===== src/rtl/muldiv_hilo_pkg.sv =====
// Shared definitions for the HI/LO multiply/divide unit: operation and FSM
// encodings, MIPS funct codes and small operation-decode helpers.
package muldiv_hilo_pkg;

   typedef enum logic [1:0] {
      MULDIV_OP_MULT  = 2'b00,
      MULDIV_OP_MULTU = 2'b01,
      MULDIV_OP_DIV   = 2'b10,
      MULDIV_OP_DIVU  = 2'b11
   } muldiv_op_e;

   typedef enum logic [1:0] {
      IDLE = 2'd0,
      CALC = 2'd1,
      SIGN = 2'd2
   } muldiv_state_e;

   localparam logic [5:0] MFHI_FUNCT  = 6'h10;
   localparam logic [5:0] MTHI_FUNCT  = 6'h11;
   localparam logic [5:0] MFLO_FUNCT  = 6'h12;
   localparam logic [5:0] MTLO_FUNCT  = 6'h13;
   localparam logic [5:0] MULT_FUNCT  = 6'h18;
   localparam logic [5:0] MULTU_FUNCT = 6'h19;
   localparam logic [5:0] DIV_FUNCT   = 6'h1A;
   localparam logic [5:0] DIVU_FUNCT  = 6'h1B;

   function automatic logic op_is_div(input muldiv_op_e op);
      return op[1];
   endfunction

   function automatic logic op_is_signed(input muldiv_op_e op);
      return ~op[0];
   endfunction

endpackage


===== src/rtl/muldiv_hilo_core.sv =====
// Iterative radix-2 datapath: shift-add multiply or restoring divide on
// unsigned magnitudes. acc/sreg hold {HI,LO} product or {remainder,quotient}.
module muldiv_hilo_core #(
   parameter int unsigned WIDTH = 32
) (
   input  logic             clock,
   input  logic             reset,
   input  logic             load_i,
   input  logic             step_i,
   input  logic             is_div_i,
   input  logic [WIDTH-1:0] a_mag_i,
   input  logic [WIDTH-1:0] b_mag_i,
   output logic [WIDTH-1:0] acc_o,
   output logic [WIDTH-1:0] sreg_o,
   output logic [WIDTH-1:0] breg_o,
   output logic             last_o
);

   localparam int unsigned CW = $clog2(WIDTH + 1);

   logic [WIDTH-1:0] acc_q, acc_d;
   logic [WIDTH-1:0] sreg_q, sreg_d;
   logic [WIDTH-1:0] breg_q, breg_d;
   logic [CW-1:0]    cnt_q, cnt_d;

   logic [WIDTH:0]   mul_sum;
   logic [WIDTH:0]   rem_sh;
   logic [WIDTH-1:0] rem_diff;

   assign mul_sum  = {1'b0, acc_q} + (sreg_q[0] ? {1'b0, breg_q} : '0);
   assign rem_sh   = {acc_q, sreg_q[WIDTH-1]};
   // The partial remainder is always below the divisor, so the difference fits WIDTH bits.
   assign rem_diff = rem_sh[WIDTH-1:0] - breg_q;

   // NOTE: every always_comb output gets a default first so no latch is inferred.
   always_comb begin
      acc_d  = acc_q;
      sreg_d = sreg_q;
      breg_d = breg_q;
      cnt_d  = cnt_q;
      if (load_i) begin
         acc_d  = '0;
         sreg_d = a_mag_i;
         breg_d = b_mag_i;
         cnt_d  = '0;
      end else if (step_i) begin
         cnt_d = cnt_q + 1'b1;
         if (is_div_i) begin
            if (rem_sh >= {1'b0, breg_q}) begin
               acc_d  = rem_diff;
               sreg_d = {sreg_q[WIDTH-2:0], 1'b1};
            end else begin
               acc_d  = rem_sh[WIDTH-1:0];
               sreg_d = {sreg_q[WIDTH-2:0], 1'b0};
            end
         end else begin
            acc_d  = mul_sum[WIDTH:1];
            sreg_d = {mul_sum[0], sreg_q[WIDTH-1:1]};
         end
      end
   end

   // NOTE: sequential state uses non-blocking assignments only.
   always_ff @(posedge clock) begin
      if (reset) begin
         acc_q  <= '0;
         sreg_q <= '0;
         breg_q <= '0;
         cnt_q  <= '0;
      end else begin
         acc_q  <= acc_d;
         sreg_q <= sreg_d;
         breg_q <= breg_d;
         cnt_q  <= cnt_d;
      end
   end

   assign acc_o  = acc_q;
   assign sreg_o = sreg_q;
   assign breg_o = breg_q;
   assign last_o = (cnt_q == CW'(WIDTH - 1));

endmodule


===== src/rtl/muldiv_hilo.sv =====
// HI/LO multiply/divide unit: FSM, sign handling, HI/LO registers and stall.
// Optional MULDIV_FAST_MUL_EN: single-cycle combinational MULT/MULTU.
module muldiv_hilo
   import muldiv_hilo_pkg::*;
#(
   parameter int unsigned WIDTH = 32
) (
   input  logic             clock,
   input  logic             reset,
   input  logic             start,
   input  logic [1:0]       op,
   input  logic [WIDTH-1:0] operand_a,
   input  logic [WIDTH-1:0] operand_b,
   input  logic             mthi,
   input  logic             mtlo,
   input  logic             hilo_read,
   output logic [WIDTH-1:0] hi,
   output logic [WIDTH-1:0] lo,
   output logic             busy,
   output logic             done,
   output logic             stall
);

`ifdef MULDIV_FAST_MUL_EN
   localparam bit FAST_MUL = 1'b1;
`else
   localparam bit FAST_MUL = 1'b0;
`endif

   muldiv_state_e    state_q, state_d;
   muldiv_op_e       op_q, op_d, op_in;
   logic             a_neg_q, a_neg_d, b_neg_q, b_neg_d;
   logic [WIDTH-1:0] hi_q, hi_d, lo_q, lo_d;
   logic             done_q, done_d;

   logic             a_neg_in, b_neg_in;
   logic [WIDTH-1:0] a_mag_in, b_mag_in;
   logic             core_load, core_step, core_last;
   logic [WIDTH-1:0] core_acc, core_sreg, core_breg;
   logic [2*WIDTH-1:0] prod_mag, prod;
   logic [WIDTH-1:0] quot, rem;

   assign op_in    = muldiv_op_e'(op);
   assign a_neg_in = op_is_signed(op_in) & operand_a[WIDTH-1];
   assign b_neg_in = op_is_signed(op_in) & operand_b[WIDTH-1];
   assign a_mag_in = a_neg_in ? -operand_a : operand_a;
   assign b_mag_in = b_neg_in ? -operand_b : operand_b;

   muldiv_hilo_core #(.WIDTH(WIDTH)) u_core (
      .clock    (clock),
      .reset    (reset),
      .load_i   (core_load),
      .step_i   (core_step),
      .is_div_i (op_is_div(op_q)),
      .a_mag_i  (a_mag_in),
      .b_mag_i  (b_mag_in),
      .acc_o    (core_acc),
      .sreg_o   (core_sreg),
      .breg_o   (core_breg),
      .last_o   (core_last)
   );

`ifdef MULDIV_FAST_MUL_EN
   assign prod_mag = {{WIDTH{1'b0}}, core_sreg} * {{WIDTH{1'b0}}, core_breg};
`else
   assign prod_mag = {core_acc, core_sreg};
`endif

   // Division by zero leaves the dividend magnitude in acc, so HI comes back as operand_a.
   assign prod = (a_neg_q ^ b_neg_q) ? -prod_mag : prod_mag;
   assign quot = (core_breg == '0)    ? '1
               : (a_neg_q ^ b_neg_q)  ? -core_sreg : core_sreg;
   assign rem  = a_neg_q ? -core_acc : core_acc;

   always_comb begin
      state_d   = state_q;
      op_d      = op_q;
      a_neg_d   = a_neg_q;
      b_neg_d   = b_neg_q;
      hi_d      = hi_q;
      lo_d      = lo_q;
      done_d    = 1'b0;
      core_load = 1'b0;
      core_step = 1'b0;
      unique case (state_q)
         IDLE: begin
            if (start) begin
               core_load = 1'b1;
               op_d      = op_in;
               a_neg_d   = a_neg_in;
               b_neg_d   = b_neg_in;
               state_d   = (FAST_MUL && !op_is_div(op_in)) ? SIGN : CALC;
            end else begin
               if (mthi) hi_d = operand_a;
               if (mtlo) lo_d = operand_a;
            end
         end
         CALC: begin
            core_step = 1'b1;
            if (core_last) state_d = SIGN;
         end
         SIGN: begin
            state_d = IDLE;
            done_d  = 1'b1;
            if (op_is_div(op_q)) begin
               hi_d = rem;
               lo_d = quot;
            end else begin
               {hi_d, lo_d} = prod;
            end
         end
         default: state_d = IDLE;
      endcase
   end

   always_ff @(posedge clock) begin
      if (reset) begin
         state_q <= IDLE;
         op_q    <= MULDIV_OP_MULT;
         a_neg_q <= 1'b0;
         b_neg_q <= 1'b0;
         hi_q    <= '0;
         lo_q    <= '0;
         done_q  <= 1'b0;
      end else begin
         state_q <= state_d;
         op_q    <= op_d;
         a_neg_q <= a_neg_d;
         b_neg_q <= b_neg_d;
         hi_q    <= hi_d;
         lo_q    <= lo_d;
         done_q  <= done_d;
      end
   end

   assign hi    = hi_q;
   assign lo    = lo_q;
   assign done  = done_q;
   assign busy  = (state_q != IDLE);
   assign stall = busy & (start | hilo_read | mthi | mtlo);

endmodule

===== config.mk =====
export PLATFORM = sky130hd
export DESIGN_NAME = muldiv_hilo
export DESIGN_NICKNAME = d
export VERILOG_FILES = /design/src/rtl/muldiv_hilo_pkg.sv /design/src/rtl/muldiv_hilo_core.sv /design/src/rtl/muldiv_hilo.sv
export SDC_FILE = /design/constraint.sdc
export NUM_CORES = 1
export LEC_CHECK = 0
export BUFFER_PORTS_ARGS = -buffer_cell sky130_fd_sc_hd__buf_2
export CAP_MARGIN = 20
export CORE_MARGIN = 2
export CORE_UTILIZATION = 53
export DETAILED_ROUTE_END_ITERATION = 10
export PLACE_DENSITY_LB_ADDON = 0.08
export SYNTH_ARGS = -nofsm -noshare
export SYNTH_HDL_FRONTEND = slang
export SYNTH_SLANG_ARGS = --single-unit

===== constraint.sdc =====
create_clock -name clock -period 7.31 [get_ports clock]
set_clock_uncertainty 0.1 [all_clocks]
set_input_delay 0.731 -clock clock [delete_from_list [all_inputs] [get_ports clock]]
set_output_delay 0.731 -clock clock [all_outputs]
set_load 0.1 [all_outputs]

==> summary.md, run 1 <==
| Metric | Value |
|---|---|
| Port Buffers | `138` |
| Part of the power in the clock network | `just under 30%` |
| Sw power | `0.00129 W` |
| Crit-path max FO | `33` |
| Post-placement worst setup slack | `a little over 3 ns` |
| Yosys Warn Count | `0` |
| Clk root buf | `clkbuf_16` |
| Synth area leaders | `dfxtp_1, ha_1, a21oi_1` |
| Gpl congestion | `0.977` |
| Register Area | `about 3400 um^2` |
| Total routing usage reported by global routing | `around a third` |
| Max incr delay on CP | `0.70 ns` |
| Filler instances | `around 2,500` |
| Dpl cell area | `around 15,000 um^2` |
| Fmax achieved | `approximately 230 MHz` |
| Switching portion of total power | `a little over 40%` |
| Post-route setup slack | `around 3 ns` |
| Clk slew on worst S/H paths | `approximately 0.08 ns` |
| Clock period minus worst slack | `around 4.4 ns` |
| Crit Path Class | `flip-flop to flip-flop` |
| CTS H-Tree Depth | `4` |
| Fraction of registers with async set/reset | `0%` |
| Layout Utilization | `59.1%` |
| Multi-input logic area | `9770 um^2` |
| CTS tree | `yes` |
| Largest net degree at the start of global routing | `92` |
| Internal power | `about 0.0018 W` |
| Hold Crit Class | `flip-flop to flip-flop` |
| Post-route design area | `15,300 um^2` |
| Core Rows | `between 50 and 60` |
| Worst slew pin tran | `around 1.1 ns` |
| Pwr Density | `about 200 nW/um^2` |
| Final WL | `between 40,000 and 50,000 um` |
| Post-Synthesis Cells | `roughly 1,800` |
| Finished Layout Cells | `2,251` |
| Type of origin of the critical path | `flip-flop` |
| Post-synth top cells | `nor2_1, dfxtp_1, a21oi_1, nand2_1, o21ai_0` |
| Core box area | `25,800 um^2` |
| Ratio of final minimum period to clock period | `between 50 and 60%` |
| Syn Nets | `roughly 2,000` |
| WP data required | `roughly 7.5 ns` |
| Initial antenna violation count | `1` |
| CP max-delay cell | `o31ai_1` |
| Cell count after placement | `2,218` |
| Type of destination of the critical path | `flip-flop` |
| DRC | `0` |
| Final nets | `about 2,000` |
| Setup repair bufs after CTS | `0` |
| WL/cell | `22.0 um` |
| Post-synth EDFFs | `0` |
| Vias in the first global route | `13,329` |
| Number of gates resized after CTS | `0` |
| Vias | `14,629` |
| RSZ-0062 raised after global routing | `false` |
| Top delay family on crit path | `compound AO/OA/AOI/OAI gates` |
| Antenna Cells | `0` |
| Gr ovfl total | `0` |
| Status | `complete, no violations` |
| Proportion of layout cells with a drive suffix above 1 | `about an eighth` |
| Starting Density | `roughly 54%` |
| Pleak | `approximately 6.2 nW` |
| Slew HR | `27.0%` |
| Initial drt markers | `between 1,500 and 2,000` |
| DR vias/cell | `between 6 and 7` |
| Post-synth top area cell | `dfxtp_1` |
| DIE AREA | `between 20,000 and 30,000 um^2` |
| Area grow syn2layout | `10.3%` |
| Max clock buf depth | `2` |
| Critical Path AT | `about 4.6 ns` |
| Seq/Total Area, Yosys | `24.8%` |
| Clk_lat worst skew | `around 0.44 ns` |
| Setup violators final | `0` |
| Logic pwr share | `between 30% and 40%` |
| Synth top area share | `about a quarter` |
| Max Cap Viol | `0` |
| IO Count | `around 140` |
| Final Slew Violations | `0` |
| Final Hold Fails | `0` |
| Cts hold-fix bufs | `0` |
| Detail Route Antenna Nets | `0` |
| Sum of negative setup slack | `0 ns` |
| CTS Buf Count | `17` |
| TritonCTS sink count | `172` |
| Netlist cell types | `between 70 and 80` |
| Post-Syn Area per Cell | `between 7 and 8 um^2` |
| Die Ht | `between 150 and 200 um` |
| Most frequent CP cell | `o21ai_0` |
| Sequential power share | `35.4%` |
| Post-DP HPWL | `between 30,000 and 40,000 um` |
| Yosys reg bits | `172` |
| Post-Syn Area | `13,900 um^2` |
| Synth Flop Type | `dfxtp_1` |
| Worst Path Buf+Inv | `2` |
| Critical path, cell by cell | `inv_1, buf_4, nor2_1, ha_1, a211oi_1, o21ai_0, o31ai_1, o221ai_1, a31oi_1, o21ai_0, a21oi_1, xor2_1, a221oi_1` |
| Number of iterations in the first detailed-routing pass | `5` |
| Worst vdd ir | `roughly 0.17 mV` |
| First-pass GRT wire length | `around 76,000 um` |
| Count leader, synth | `nor2_1` |
| Die X | `166 um` |
worst paths after layout:
| kind | start | slack, ns | end | depth (start not counted) |
|---|---|---|---|---|
| worst min-delay path | lo[31] | 0.35 | lo[31] | 2 |
| worst max-delay path | u_core.sreg_o[0] | 2.93 | u_core.acc_o[28] | 13 |
| worst max register to register | u_core.sreg_o[0] | 2.93 | u_core.acc_o[28] | 13 |
| worst min register to register | lo[31] | 0.35 | lo[31] | 2 |
power groups by stage:
stage / combinational [W] / sequential [W] / clock, W
after floorplan: 0.000694 / 0.00120 / 0
after CTS: 0.00108 / 0.00110 / 0.000924
after global placement: 0.00107 / 0.00112 / 0
final: 0.00110 / 0.00110 / 0.000918
after detailed placement: 0.00107 / 0.00112 / 0
after global routing: 0.00118 / 0.00111 / 0.000957
cell families after synthesis:
logic type / synth area share (%)
AND/OR/NAND/NOR: 19.9
buffers and inverters: 4.91
multiplexers: 4.34
flip-flops: 24.8
AO/OA/AOI/OAI: 29.0
XOR/XNOR: 10.5
adder cells (fa/ha/maj): 6.52
layer usage:
metal  global-route usage [%]  share of wire [%]  wire length [um]  vias up
li1                         -                  -                 -     6913
met1                     48.1                 44             21600     6939
met2                     53.9                 44             21900      674
met3                     5.95                8.3              4090      101
met4                     14.8                3.9              1950        2
met5                        0              0.026                13        -
stage by stage:
step	total power (W)	hold WS (ns)
after global routing	0.00325	0.377
after floorplan	0.00190	0.349
after global placement	0.00218	0.331
after detailed placement	0.00219	0.338
after CTS	0.00310	0.350
final	0.00312	0.348
cell usage in the layout (no fill, tap or decap), drive strengths merged, types with 19 or more instances in the layout:
| cell | instances |
|---|---|
| dfxtp | 172 |
| a31oi | 19 |
| o21ai | 148 |
| nor3 | 41 |
| or3 | 27 |
| a211oi | 88 |
| buf | 156 |
| o221ai | 41 |
| ha | 69 |
| nor2 | 212 |
| xnor2 | 74 |
| mux2i | 50 |
| a21oi | 165 |
| o31ai | 28 |
| nor4 | 25 |
| a21o | 32 |
| nand2 | 151 |
| inv | 64 |
| xor2 | 92 |
| nand3 | 27 |
area by class of cell:
cell class	count	area share [%]
clock buffer	18	2.81
clock inverter	14	0.974
inverter	58	1.42
multi-input combinational	1498	63.9
sequential	172	22.6
tap	335	2.74
timing repair buffer	156	5.55
sequential cells by signal (all words and copies together) (netlist names), 2 cells and up:
| name | flops |
|---|---|
| hi | 32 |
| state_q | 2 |
| u_core.breg_o | 32 |
| lo | 32 |
| u_core.acc_o | 32 |
| u_core.sreg_o | 32 |
| u_core.cnt_q | 6 |
worst min-delay path: stages (launching register included):
cell and delay (ns):
dfxtp_1 0.31, nand2_1 0.05, a21oi_1 0.05
No activity file was read; power rests on OpenSTA's default activity.
==> inputs of run 2 (changes only) <==
==> constraint.sdc (replaced) <==
create_clock -name clock -period 4.39 [get_ports clock]
set_clock_uncertainty 0.1 [all_clocks]
set_input_delay 0.439 -clock clock [delete_from_list [all_inputs] [get_ports clock]]
set_output_delay 0.439 -clock clock [all_outputs]
set_load 0.1 [all_outputs]
==> summary.md, run 2 (synthesis gave the netlist of run 1 again) <==
| Metric | Value |
|---|---|
| Status | `complete, no violations` |
| DRC | `0 (unchanged)` |
| RSZ-0062 raised after global routing | `false` |
| Max clock buf depth | `2 (unchanged)` |
| Clk root buf | `clkbuf_16` |
| Worst slew pin tran | `1.00 ns (-0.0919 ns)` |
| Clk_lat worst skew | `0.45 ns (about the same)` |
| Detail Route Antenna Nets | `0 (unchanged)` |
| Final Hold Fails | `0 (unchanged)` |
| Filler instances | `2,500 (+1.9%)` |
| Largest net degree at the start of global routing | `75 (-18%)` |
| Commonest non-fill, non-tap cell in the layout | `nor2_1` |
| Max Cap Viol | `0 (unchanged)` |
| Part of the power in the clock network | `29.7% (+0.2 points)` |
| Number of gates resized after CTS | `0 (unchanged)` |
| Pleak | `6.32 nW (+1.6%)` |
| Hold Crit Class | `input port to flip-flop` |
| Vias in the first global route | `13,380 (+0.38%)` |
| CTS tree | `yes` |
| Cell count after placement | `2,238 (+0.90%)` |
| Sum of negative setup slack | `0 ns (unchanged)` |
| DIE AREA | `27,500 um^2 (unchanged)` |
| Area grow syn2layout | `11.3%` |
| Type of origin of the critical path | `flip-flop` |
| Clock period minus worst slack | `3.93 ns (-0.457 ns)` |
| Ratio of final minimum period to clock period | `89.4% (+29 points)` |
| Switching portion of total power | `41.2% (-0.30 points)` |
| Total routing usage reported by global routing | `34.6% (-0.28 points)` |
| Reg2reg setup slack | `0.46 ns (-2.46 ns)` |
| Die X | `166 um (unchanged)` |
| WHS | `0.136 ns (-0.212 ns)` |
| Hold path startpoint | `op[1]` |
| Cts hold-fix bufs | `0 (unchanged)` |
| FF-to-FF End | `u_core.acc_o[11]` |
| Antenna Cells | `0 (unchanged)` |
| Layout Utilization | `59.7% (+0.57 points)` |
| Proportion of layout cells with a drive suffix above 1 | `12.8% (+0.92 points)` |
| Core Rows | `59 (unchanged)` |
| CTS H-Tree Depth | `4 (unchanged)` |
| Final Slew Violations | `0 (unchanged)` |
| Final WL | `49,300 um (-0.35%)` |
| Number of iterations in the first detailed-routing pass | `5 (unchanged)` |
| Die Ht | `166 um (unchanged)` |
| CP max-delay cell | `nor3b_1` |
| First-pass GRT wire length | `76,300 um (about the same)` |
| Final nets | `2,065 (+0.93%)` |
| Fmax achieved | `255 MHz (+12%)` |
| WL/cell | `21.7 um (-1.2%)` |
| Pwr Density | `339 nW/um^2 (+66%)` |
| Most frequent cells in the layout | `nor2_1, dfxtp_1, a21oi_1, nand2_1, o21ai_0` |
| Hold EP | `op_q[1]` |
| Core box area | `25,800 um^2 (unchanged)` |
| Initial antenna violation count | `0 (-1)` |
| Initial drt markers | `1,633 (+7.2%)` |
| Starting Density | `53.6% (unchanged)` |
| Internal power | `0.00307 W (+68%)` |
| Most frequent CP cell | `a21oi_1` |
| Worst hold path depth | `3 (+1)` |
| Vias | `14,633 (+0.027%)` |
| Gr ovfl total | `0 (unchanged)` |
| WP data required | `4.60 ns (-2.90 ns)` |
| Clk slew on worst S/H paths | `0.08 ns (about the same)` |
| Max incr delay on CP | `0.57 ns (-0.13 ns)` |
| Port Buffers | `138 (unchanged)` |
| Sw power | `0.00215 W (+66%)` |
| Cells on worst reg2reg path | `12 (-1)` |
| Gpl congestion | `0.980 (+0.26%)` |
| FF-to-FF Start | `u_core.breg_o[7]` |
| Worst vdd ir | `0.286 mV (+73%)` |
| Crit Path Class | `flip-flop to flip-flop` |
| Critical path, cell by cell | `inv_1, ha_1, a21o_1, a221oi_1, nor3_1, nor3b_1, a21oi_1, a211oi_4, buf_12, mux2_2, o21ai_0, a21oi_1` |
| DR vias/cell | `6.45 (-0.81%)` |
| Post-DP HPWL | `37,200 um (-0.95%)` |
| Type of destination of the critical path | `flip-flop` |
| IO Count | `139 (unchanged)` |
| Finished Layout Cells | `2,270 (+0.84%)` |
| Setup violators final | `0 (unchanged)` |
| TritonCTS sink count | `172 (unchanged)` |
| Slew HR | `33.1% (+6.2 points)` |
| Sequential power share | `34.8% (-0.6 points)` |
| CTS Buf Count | `17 (unchanged)` |
| Critical Path AT | `4.13 ns (-0.45 ns)` |
| Crit-path max FO | `41 (+24%)` |
| Logic pwr share | `35.5% (+0.3 points)` |
| Setup repair bufs after CTS | `0 (unchanged)` |
[run 2: changes by cell type in the layout (fill, tap and decap cells not counted), sizes merged]
| cell | change |
|---|---|
| inv | +3 |
| buf | +19 |
| clkinv | -3 |
[run 2: how the worst max path moves through the flow]
stage | start | slack (ns) | depth (start not counted) | end
6_report | u_core.breg_o[7] | 0.46 | 12 | u_core.acc_o[11]
5_1_grt | u_core.sreg_o[0] | 0.39 | 13 | u_core.acc_o[28]
4_1_cts | u_core.breg_o[7] | 0.59 | 12 | u_core.acc_o[11]
3_5_place_dp | u_core.breg_o[7] | 0.62 | 12 | u_core.acc_o[11]
3_3_place_gp | u_core.breg_o[7] | 0.76 | 12 | u_core.acc_o[16]
2_1_floorplan | u_core.sreg_o[0] | 1.13 | 13 | u_core.acc_o[28]
[run 2: area by class of cell]
| type | instances | area [um^2] | share of cell area (%) |
|---|---|---|---|
| Multi-Input combinational cell | 1498 | 9770 | 63.3 |
| Clock buffer | 18 | 439 | 2.85 |
| Sequential cell | 172 | 3450 | 22.3 |
| Timing Repair Buffer | 175 | 996 | 6.46 |
| Inverter | 58 | 218 | 1.41 |
| Tap cell | 335 | 419 | 2.72 |
| Clock inverter | 14 | 139 | 0.900 |
[run 2: layer usage]
layer	routed length, um	global-route usage, %	vias up
li1	-	-	6949
met1	21600	48.4	6838
met2	21600	54.3	745
met3	4540	5.71	101
met4	1570	11.5	0
met5	0	0	-
[run 2: through the flow]
| step | cell area (um^2) | setup slack, ns | power (W) |
|---|---|---|---|
| finish | 15400 | 0.464 | 0.00522 |
| global route | 15400 | 0.393 | 0.00544 |
| CTS | 15400 | 0.594 | 0.00519 |
| detailed placement | 14800 | 0.622 | 0.00366 |
| global placement | 14800 | 0.755 | 0.00365 |
| floorplan | 13900 | 1.13 | 0.00316 |
[run 2: power groups by stage]
stage	clock network, W	registers (W)	logic (W)
2_1_floorplan	0	0.00200	0.00116
3_3_place_gp	0	0.00185	0.00180
3_5_place_dp	0	0.00185	0.00181
4_1_cts	0.00156	0.00181	0.00182
5_1_grt	0.00162	0.00183	0.00199
6_report	0.00155	0.00182	0.00185
[run 2: critical path: cells and delay by family, from the launching register on]
kind	cells	cell delay [ns]
buf+inv	2	0.40
simple gates	2	0.67
fa+ha+maj	1	0.35
compound gates	6	1.44
mux	1	0.37
flops	1	0.44
